## config.mk

```make
export PLATFORM = sky130hd
export DESIGN_NAME = rv32i_lsu
export DESIGN_NICKNAME = d
export VERILOG_FILES = /design/src/rtl/rv32i_lsu.sv
export SDC_FILE = /design/constraint.sdc
export NUM_CORES = 1
export LEC_CHECK = 0
export ABC_AREA = 1
export CAP_MARGIN = 20
export CORE_MARGIN = 8
export CORE_UTILIZATION = 39
export CTS_CLUSTER_SIZE = 25
export DETAILED_ROUTE_END_ITERATION = 10
export GPL_TIMING_DRIVEN = 0
export PLACE_DENSITY = 0.77
export RECOVER_POWER = 100
export SLEW_MARGIN = 20
export SYNTH_ARGS = -nofsm -noshare
export SYNTH_HDL_FRONTEND = slang
export SYNTH_SLANG_ARGS = --single-unit
```

## constraint.sdc

```tcl
create_clock -name clk -period 1.35 [get_ports clk]
set_input_delay 0.27 -clock clk [delete_from_list [all_inputs] [get_ports clk]]
set_output_delay 0.27 -clock clk [all_outputs]
set_load 0.05 [all_outputs]
```

## src/rtl/rv32i_lsu.sv

```systemverilog
// RV32I load/store unit: accepts one memory-stage request, drives a word-addressed
// req/ready data memory, and returns the extended load value with a one-cycle done pulse.
module rv32i_lsu #(
    parameter int unsigned TIMEOUT_CYCLES = 255
) (
    input  logic        clk,
    input  logic        rst,
    input  logic        req_valid,
    input  logic        req_we,
    input  logic [2:0]  ReadControl,
    input  logic [2:0]  WriteControl,
    input  logic [31:0] addr,
    input  logic [31:0] wdata,
    output logic        stall,
    output logic        done,
    output logic [31:0] rdata,
    output logic        err,
    output logic        mem_req,
    output logic        mem_we,
    output logic [3:0]  mem_be,
    output logic [31:0] mem_addr,
    output logic [31:0] mem_wdata,
    input  logic        mem_ready,
    input  logic [31:0] mem_rdata
);

    localparam int unsigned CNT_W = (TIMEOUT_CYCLES < 2) ? 1 : $clog2(TIMEOUT_CYCLES + 1);

    localparam logic [2:0] F3_B  = 3'b000;
    localparam logic [2:0] F3_H  = 3'b001;
    localparam logic [2:0] F3_W  = 3'b010;
    localparam logic [2:0] F3_BU = 3'b100;
    localparam logic [2:0] F3_HU = 3'b101;

    typedef enum logic [1:0] {
        IDLE   = 2'd0,
        ACCESS = 2'd1,
        RESP   = 2'd2
    } state_t;

    state_t state_q, state_d;

    logic             we_q, we_d;
    logic [2:0]       ctrl_q, ctrl_d;
    logic [1:0]       off_q, off_d;
    logic             mem_req_q, mem_req_d;
    logic             mem_we_q, mem_we_d;
    logic [3:0]       mem_be_q, mem_be_d;
    logic [31:0]      mem_addr_q, mem_addr_d;
    logic [31:0]      mem_wdata_q, mem_wdata_d;
    logic             done_q, done_d;
    logic             err_q, err_d;
    logic [31:0]      rdata_q, rdata_d;
    logic [CNT_W-1:0] cnt_q, cnt_d;

    logic        req_illegal_c;
    logic        req_misaligned_c;
    logic        req_bad_c;
    logic [3:0]  st_be_c;
    logic [31:0] st_wdata_c;
    logic [7:0]  ld_byte_c;
    logic [15:0] ld_half_c;
    logic [31:0] ld_data_c;
    logic        timeout_c;

    // Request classification on the incoming (not yet latched) request.
    always_comb begin
        req_illegal_c    = 1'b0;
        req_misaligned_c = 1'b0;
        if (req_we) begin
            req_illegal_c    = (WriteControl > F3_W);
            req_misaligned_c = ((WriteControl == F3_H) && addr[0]) ||
                               ((WriteControl == F3_W) && (addr[1:0] != 2'b00));
        end else begin
            req_illegal_c    = (ReadControl inside {3'b011, 3'b110, 3'b111});
            req_misaligned_c = ((ReadControl[1:0] == 2'b01) && addr[0]) ||
                               ((ReadControl == F3_W) && (addr[1:0] != 2'b00));
        end
        req_bad_c = req_illegal_c || req_misaligned_c;
    end

    // Store lane placement: replicate data across lanes, enable only the addressed bytes.
    always_comb begin
        st_be_c    = 4'b1111;
        st_wdata_c = wdata;
        case (WriteControl)
            F3_B: begin
                st_be_c    = 4'b0001 << addr[1:0];
                st_wdata_c = {4{wdata[7:0]}};
            end
            F3_H: begin
                st_be_c    = addr[1] ? 4'b1100 : 4'b0011;
                st_wdata_c = {2{wdata[15:0]}};
            end
            default: ;
        endcase
    end

    // Load extraction from the returned word using the latched offset and type.
    always_comb begin
        ld_byte_c = mem_rdata[{off_q, 3'b000} +: 8];
        ld_half_c = off_q[1] ? mem_rdata[31:16] : mem_rdata[15:0];
        case (ctrl_q)
            F3_B:    ld_data_c = {{24{ld_byte_c[7]}}, ld_byte_c};
            F3_H:    ld_data_c = {{16{ld_half_c[15]}}, ld_half_c};
            F3_W:    ld_data_c = mem_rdata;
            F3_BU:   ld_data_c = {24'd0, ld_byte_c};
            F3_HU:   ld_data_c = {16'd0, ld_half_c};
            default: ld_data_c = 32'd0;
        endcase
    end

    assign timeout_c = (TIMEOUT_CYCLES != 0) && (cnt_q == CNT_W'(TIMEOUT_CYCLES - 1));

    always_ff @(posedge clk) begin
        if (rst) begin
            state_q <= IDLE;
        end else begin
            state_q <= state_d;
        end
    end

    always_comb begin
        state_d = state_q;
        case (state_q)
            IDLE:    if (req_valid) state_d = req_bad_c ? RESP : ACCESS;
            ACCESS:  if (mem_ready || timeout_c) state_d = RESP;
            RESP:    state_d = IDLE;
            default: state_d = IDLE;
        endcase
    end

    // Registered outputs follow the next state; bus fields are frozen at acceptance.
    always_comb begin
        we_d        = we_q;
        ctrl_d      = ctrl_q;
        off_d       = off_q;
        mem_we_d    = mem_we_q;
        mem_be_d    = mem_be_q;
        mem_addr_d  = mem_addr_q;
        mem_wdata_d = mem_wdata_q;
        mem_req_d   = (state_d == ACCESS);
        done_d      = (state_d == RESP);
        err_d       = 1'b0;
        rdata_d     = 32'd0;
        cnt_d       = '0;
        case (state_q)
            IDLE: begin
                if (req_valid) begin
                    we_d        = req_we;
                    ctrl_d      = req_we ? WriteControl : ReadControl;
                    off_d       = addr[1:0];
                    mem_we_d    = req_we;
                    mem_be_d    = req_we ? st_be_c : 4'b1111;
                    mem_addr_d  = {addr[31:2], 2'b00};
                    mem_wdata_d = st_wdata_c;
                    err_d       = req_bad_c;
                end
            end
            ACCESS: begin
                if (state_d == ACCESS) begin
                    cnt_d = (TIMEOUT_CYCLES != 0) ? cnt_q + CNT_W'(1) : '0;
                end else if (mem_ready) begin
                    rdata_d = we_q ? 32'd0 : ld_data_c;
                end else begin
                    err_d = 1'b1;
                end
            end
            default: ;
        endcase
    end

    always_ff @(posedge clk) begin
        if (rst) begin
            we_q        <= 1'b0;
            ctrl_q      <= 3'd0;
            off_q       <= 2'd0;
            mem_req_q   <= 1'b0;
            mem_we_q    <= 1'b0;
            mem_be_q    <= 4'd0;
            mem_addr_q  <= 32'd0;
            mem_wdata_q <= 32'd0;
            done_q      <= 1'b0;
            err_q       <= 1'b0;
            rdata_q     <= 32'd0;
            cnt_q       <= '0;
        end else begin
            we_q        <= we_d;
            ctrl_q      <= ctrl_d;
            off_q       <= off_d;
            mem_req_q   <= mem_req_d;
            mem_we_q    <= mem_we_d;
            mem_be_q    <= mem_be_d;
            mem_addr_q  <= mem_addr_d;
            mem_wdata_q <= mem_wdata_d;
            done_q      <= done_d;
            err_q       <= err_d;
            rdata_q     <= rdata_d;
            cnt_q       <= cnt_d;
        end
    end

    assign stall     = ((state_q == IDLE) && req_valid) || (state_q == ACCESS);
    assign done      = done_q;
    assign err       = err_q;
    assign rdata     = rdata_q;
    assign mem_req   = mem_req_q;
    assign mem_we    = mem_we_q;
    assign mem_be    = mem_be_q;
    assign mem_addr  = mem_addr_q;
    assign mem_wdata = mem_wdata_q;

endmodule
```

# After elaboration in Yosys (flattened, before gate mapping)
# Cells that the tools add are included.
[op_classes] n_eq_ne=15 order_cmp=1 n_bitwise=3 addsub=1 muxes=17 shifts=2 reduce_logical=18
[op_table] op="one-hot mux 32 bit (5 select lines)" n=1
[op_table] op="one-hot mux 32 bit (2 select lines)" n=1
[op_table] op="indexed part select 32 x 6 -> 8 bit" n=1
[op_table] op="two-way mux 16 bit" n=1
[op_table] op="== test 3 x 2 -> 1 bit, second input constant" n=4
[op_table] op="== test 3 bit, second input constant" n=4
[op_table] op="adder 8 x 1 -> 8 bit, second input constant" n=1
[op_table] op="== test 8 bit, second input constant" n=1
[op_table] op="two-way mux 4 bit" n=2
[op_table] op="one-hot mux 4 bit (2 select lines)" n=1
[op_table] op="== test 2 x 1 -> 1 bit, second input constant" n=3
[op_table] op="== test 3 x 1 -> 1 bit, second input constant" n=2
[op_table] op="logical NOT 3 bit" n=2
[op_table] op="two-way mux 2 bit" n=3
[op_table] op="logical AND 1 bit" n=5
[op_table] op="logical OR 1 bit" n=5
[op_table] op="two-way mux 1 bit" n=5
[op_table] op="OR reduction 5 bit" n=1
[op_table] op="one-hot mux 2 bit (2 select lines)" n=1
[op_table] op="<< shifter 1 x 2 -> 4 bit, first input constant" n=1
[op_table] op="greater-than comparator 3 x 2 -> 1 bit, second input constant" n=1
[op_table] op="two-way mux 3 bit" n=1
[op_table] op="NOT 1 bit" n=3
[op_table] op="nonzero test 3 bit" n=1
[op_table] op="6 further kinds" n=6
[totals] regBits=117

# Longest topological paths before layout
# Gate-level depths: netlist of run 1.
[logic_depth] ltp_word=11 depth_mapped=9 depth_no_buf=9

# Worst setup path before layout of run 1
# Ideal clock, no wire load.
[synth_path] kind="register to output" startpoint="reg state_q[0]" endpoint="out stall" stages_incl_launch_ff=3 required_time_ns=1.080 slack_ns=-0.565 t_arrival_ns=1.645 n_path_buf=0 cell_sequence="dfxtp_1 > inv_2 > o21ai_0"
[synth_via] elab_chain_len=3
[synth_rtl] element="start: declaration" line_no="41" text="state_t state_q, state_d;"
[synth_rtl] element="start signal: assignment" line_no="119" text="state_q <= state_d;"
[synth_rtl] element="logical NOT 2 bit" line_no="203" text="assign stall = ((state_q == IDLE) && req_valid) || (state_q == ACCESS);"
[synth_rtl] element="logical AND 1 bit" line_no="203"
[synth_rtl] element="logical OR 1 bit (*)" line_no="203"
[synth_rtl] element="end: declaration" line_no="14" text="output logic stall,"
# Every way passes the cells marked *; elsewhere a longest branch is shown, timed or not.

# Final worst setup path of run 1
[layout_path] startpoint="reg state_q[1]" endpoint="out stall"
# Same word-level chain as after synthesis.

==> flow_metrics.env, run 1 <==
export IMPL_numPortBuffers=208
export IMPL_coreArea_um2=12600
export IMPL_setup_viol=2
export IMPL_drcViolationCount=0
export IMPL_setup_slack_ps=-77.5
export IMPL_yosysTopAreaCell="dfxtp_1"
export IMPL_synth_area_leaders="dfxtp_1 47%, nand2_1 8.1%, o21ai_0 8.1%"
export IMPL_drt_first_iter_violations=419
export IMPL_seqPwrFrac=0.350
export IMPL_wl_per_cell_um=16.8
export IMPL_drv_slew=0
export IMPL_initial_core_util=0.397
export IMPL_drive_above_1_share=0.270
export IMPL_syn_to_final_growth_pct=54.5
export IMPL_finalHoldViolations=0
export IMPL_tightest_slew_ps=606
export IMPL_status="complete, but fails checks"
export IMPL_die_w_um=129
export IMPL_htreeDepth=4
export IMPL_synth_area_per_cell_um2=7.69
export IMPL_postCtsHoldBufs=0
export IMPL_fin_worst_skew_ps=5.07
export IMPL_grt_pass1_wl_um=27100
export IMPL_path_class="reg -> out"
export IMPL_synth_cell_types=35
export IMPL_mostFrequentLayoutCell="dfxtp_1"
export IMPL_r2r_start="state_q[0]"
export IMPL_overflow=0
export IMPL_numCtsBuffers=17
export IMPL_layout_common_cells="110 x dfxtp_1, 105 x nand2_1, 104 x clkdlybuf4s50_1, 96 x nor2_1, 87 x buf_2"
export IMPL_pin_count=212
export IMPL_netlist_area_leader_share=0.469
export IMPL_cts_tree="built"
export IMPL_utilization=0.614
export IMPL_seq_area_frac_synth=0.469
export IMPL_ir_drop_mv=1.01
export IMPL_antenna_found_initial=1
export IMPL_dieArea_um2=16700
export IMPL_cp_max_fo=3
export IMPL_p_leak_nw=3.43
export IMPL_switching_power_mw=3.44
export IMPL_worstHoldPathType="in -> reg"
export IMPL_p_clk_frac=0.403
export IMPL_slew_headroom=0.596
export IMPL_p_sw_frac=0.315
export IMPL_synth_seq_cells=117
export IMPL_grt_max_degree=17
export IMPL_cap_violations=0
export IMPL_stdcell_area_um2=7710
export IMPL_synth_warning_count=0
export IMPL_fin_crit_sh=1.06
export IMPL_antenna_left=0
export IMPL_power_total_mw=10.9
export IMPL_routed_wl_um=18100
export IMPL_fmax_mhz=701
export IMPL_synth_cells=649
export IMPL_rows=41
export IMPL_gp_congestion=0.912
export IMPL_clockBufferDepth=2
export IMPL_syn_area_um2=4990
export IMPL_dieHeight_um=129
export IMPL_final_net_count=1000
export IMPL_insertion_delay_ps=420
export IMPL_startpoint="state_q[1]"
export IMPL_end_kind="primary output"
export IMPL_vias=5358
export IMPL_viasPerCell=4.97
export IMPL_min_from="rst"
export IMPL_grt_setup_unrepaired="yes"
export IMPL_min_period_ps=1430
export IMPL_path_clk_slew_ps=50
export IMPL_arrival_ps=1160
export IMPL_p_per_area_nw_per_um2=1410
export IMPL_crit_required_ps=1080
export IMPL_violations="setup timing"
export IMPL_fill_cells=1117
export IMPL_first_pass_iters=5
export IMPL_place_area_um2=7300
export IMPL_worstSetupStartpointType="flip-flop"
export IMPL_grt_use_total=0.211
export IMPL_combPwrFrac=0.246
export IMPL_clock_sinks=117
export IMPL_place_hpwl_um=13200
export IMPL_root_buffer="clkbuf_16"
export IMPL_pre_cts_ws_ps=-685
export IMPL_grt_pass1_vias=5228
export IMPL_p_int_mw=7.46
layer usage:
metal	track usage	routed length, um	part of all wire	vias to the layer above
met5	0	0	0	-
met4	0.0746	405	0.022	0
met3	0.111	2230	0.12	31
met2	0.331	8240	0.46	256
met1	0.239	7240	0.40	2427
li1	-	-	-	2644
through the flow:
stage,hold WS (ps),cells,TNS (ps)
finish,114,1077,-84.7
global route,106,1077,-1170
CTS,91.4,1067,-105
floorplan,405,650,0
detailed placement,464,1030,-39100
global placement,444,1030,-37800
worst max-delay path, cell delays in order, from the launching register on:
cell and delay, ps:
dfxtp_4 360, inv_4 70, nand2_4 70, o21ai_2 70
buf_6 180
cells by family (layout without fill, tap and decap cells):
logic type / after synthesis / in the layout / share of synthesized area
and+or+nand+nor: 255 / 256 / 0.223
other: 1 / 3 / 0.000751
buffers and inverters: 76 / 329 / 0.0787
adders and majority gates: 2 / 2 / 0.00501
AOI/OAI and AO/OA: 192 / 192 / 0.213
DFF: 117 / 117 / 0.469
xor gates and xnor gates: 6 / 6 / 0.0105
cell type report:
cell class / count / area, um^2 / share of cell area
Antenna cell: 1 / 2.50 / 0.000324
Buffer: 38 / 287 / 0.0371
Clock buffer: 24 / 482 / 0.0624
Clock inverter: 8 / 98.8 / 0.0128
Inverter: 38 / 153 / 0.0198
Multi-Input combinational cell: 458 / 2390 / 0.310
Sequential cell: 117 / 2360 / 0.305
Tap cell: 172 / 215 / 0.0279
Timing Repair Buffer: 221 / 1730 / 0.224
synthesized netlist by cell type:
master and n:
a21oi_1 72, a21oi_2 5, a22oi_1 1, a31oi_1 17, a31oi_4 1, buf_1 2
buf_2 12, buf_4 5, buf_6 9, clkbuf_1 7, clkbuf_2 3, clkinv_1 1
conb_1 1, dfxtp_1 117, ha_1 2, inv_1 27, inv_2 9, inv_4 1
nand2_1 108, nand2_2 3, nand2_4 1, nand3_1 23, nand3_4 2, nand4_1 3
nor2_1 100, nor2_2 1, nor2_4 5, nor2_8 1, o211ai_1 13, o211ai_2 1
o21ai_0 81, o21ai_2 1, or2_2 8, xnor2_1 2, xor2_1 4
worst paths after layout:
| kind | slack, ps | depth (start not counted) | end |
|---|---|---|---|
| setup / recovery | -80 | 4 | stall |
| hold / removal | 110 | 2 | state_q[0] |
| setup reg to reg | -10 | 8 | mem_wdata[15] |
| hold reg to reg | 480 | 2 | mem_wdata[3] |
timing repair:
| action | 4_1_cts | 5_1_grt |
|---|---|---|
| pin swaps | 3 | 5 |
| endpoints found under the setup margin | 184 | 92 |
| setup buffers | 5 | 6 |
| cloned | 0 | 3 |
| resized for setup | 533 | 66 |
flip-flops by register name (all words and copies together), names as in the netlist:
| register | flops |
|---|---|
| mem_addr | 30 |
| rdata | 32 |
| cnt_q | 8 |
| ctrl_q | 3 |
| off_q | 2 |
| state_q | 2 |
| mem_req | 1 |
| mem_wdata | 32 |
| mem_be | 4 |
| done | 1 |
| err | 1 |
| mem_we | 1 |
power by group through the flow:
stage	sequential, mW	combinational, mW	clock (mW)
finish	3.82	2.68	4.40
global route	3.84	2.86	4.62
CTS	3.81	2.50	4.45
detailed placement	3.88	2.64	0
global placement	3.87	2.63	0
floorplan	4.61	0.862	0
(Power assumes the default switching activity.)
==> inputs of run 2 (changes only) <==
--- a/config.mk
+++ b/config.mk
@@ -6,7 +6,6 @@
 export NUM_CORES = 1
 export LEC_CHECK = 0
 export ABC_AREA = 1
-export CAP_MARGIN = 20
 export CORE_MARGIN = 8
 export CORE_UTILIZATION = 39
 export CTS_CLUSTER_SIZE = 25
==> results of run 2 <==
The final DEF is identical to that of run 1; final timing and power are the same.
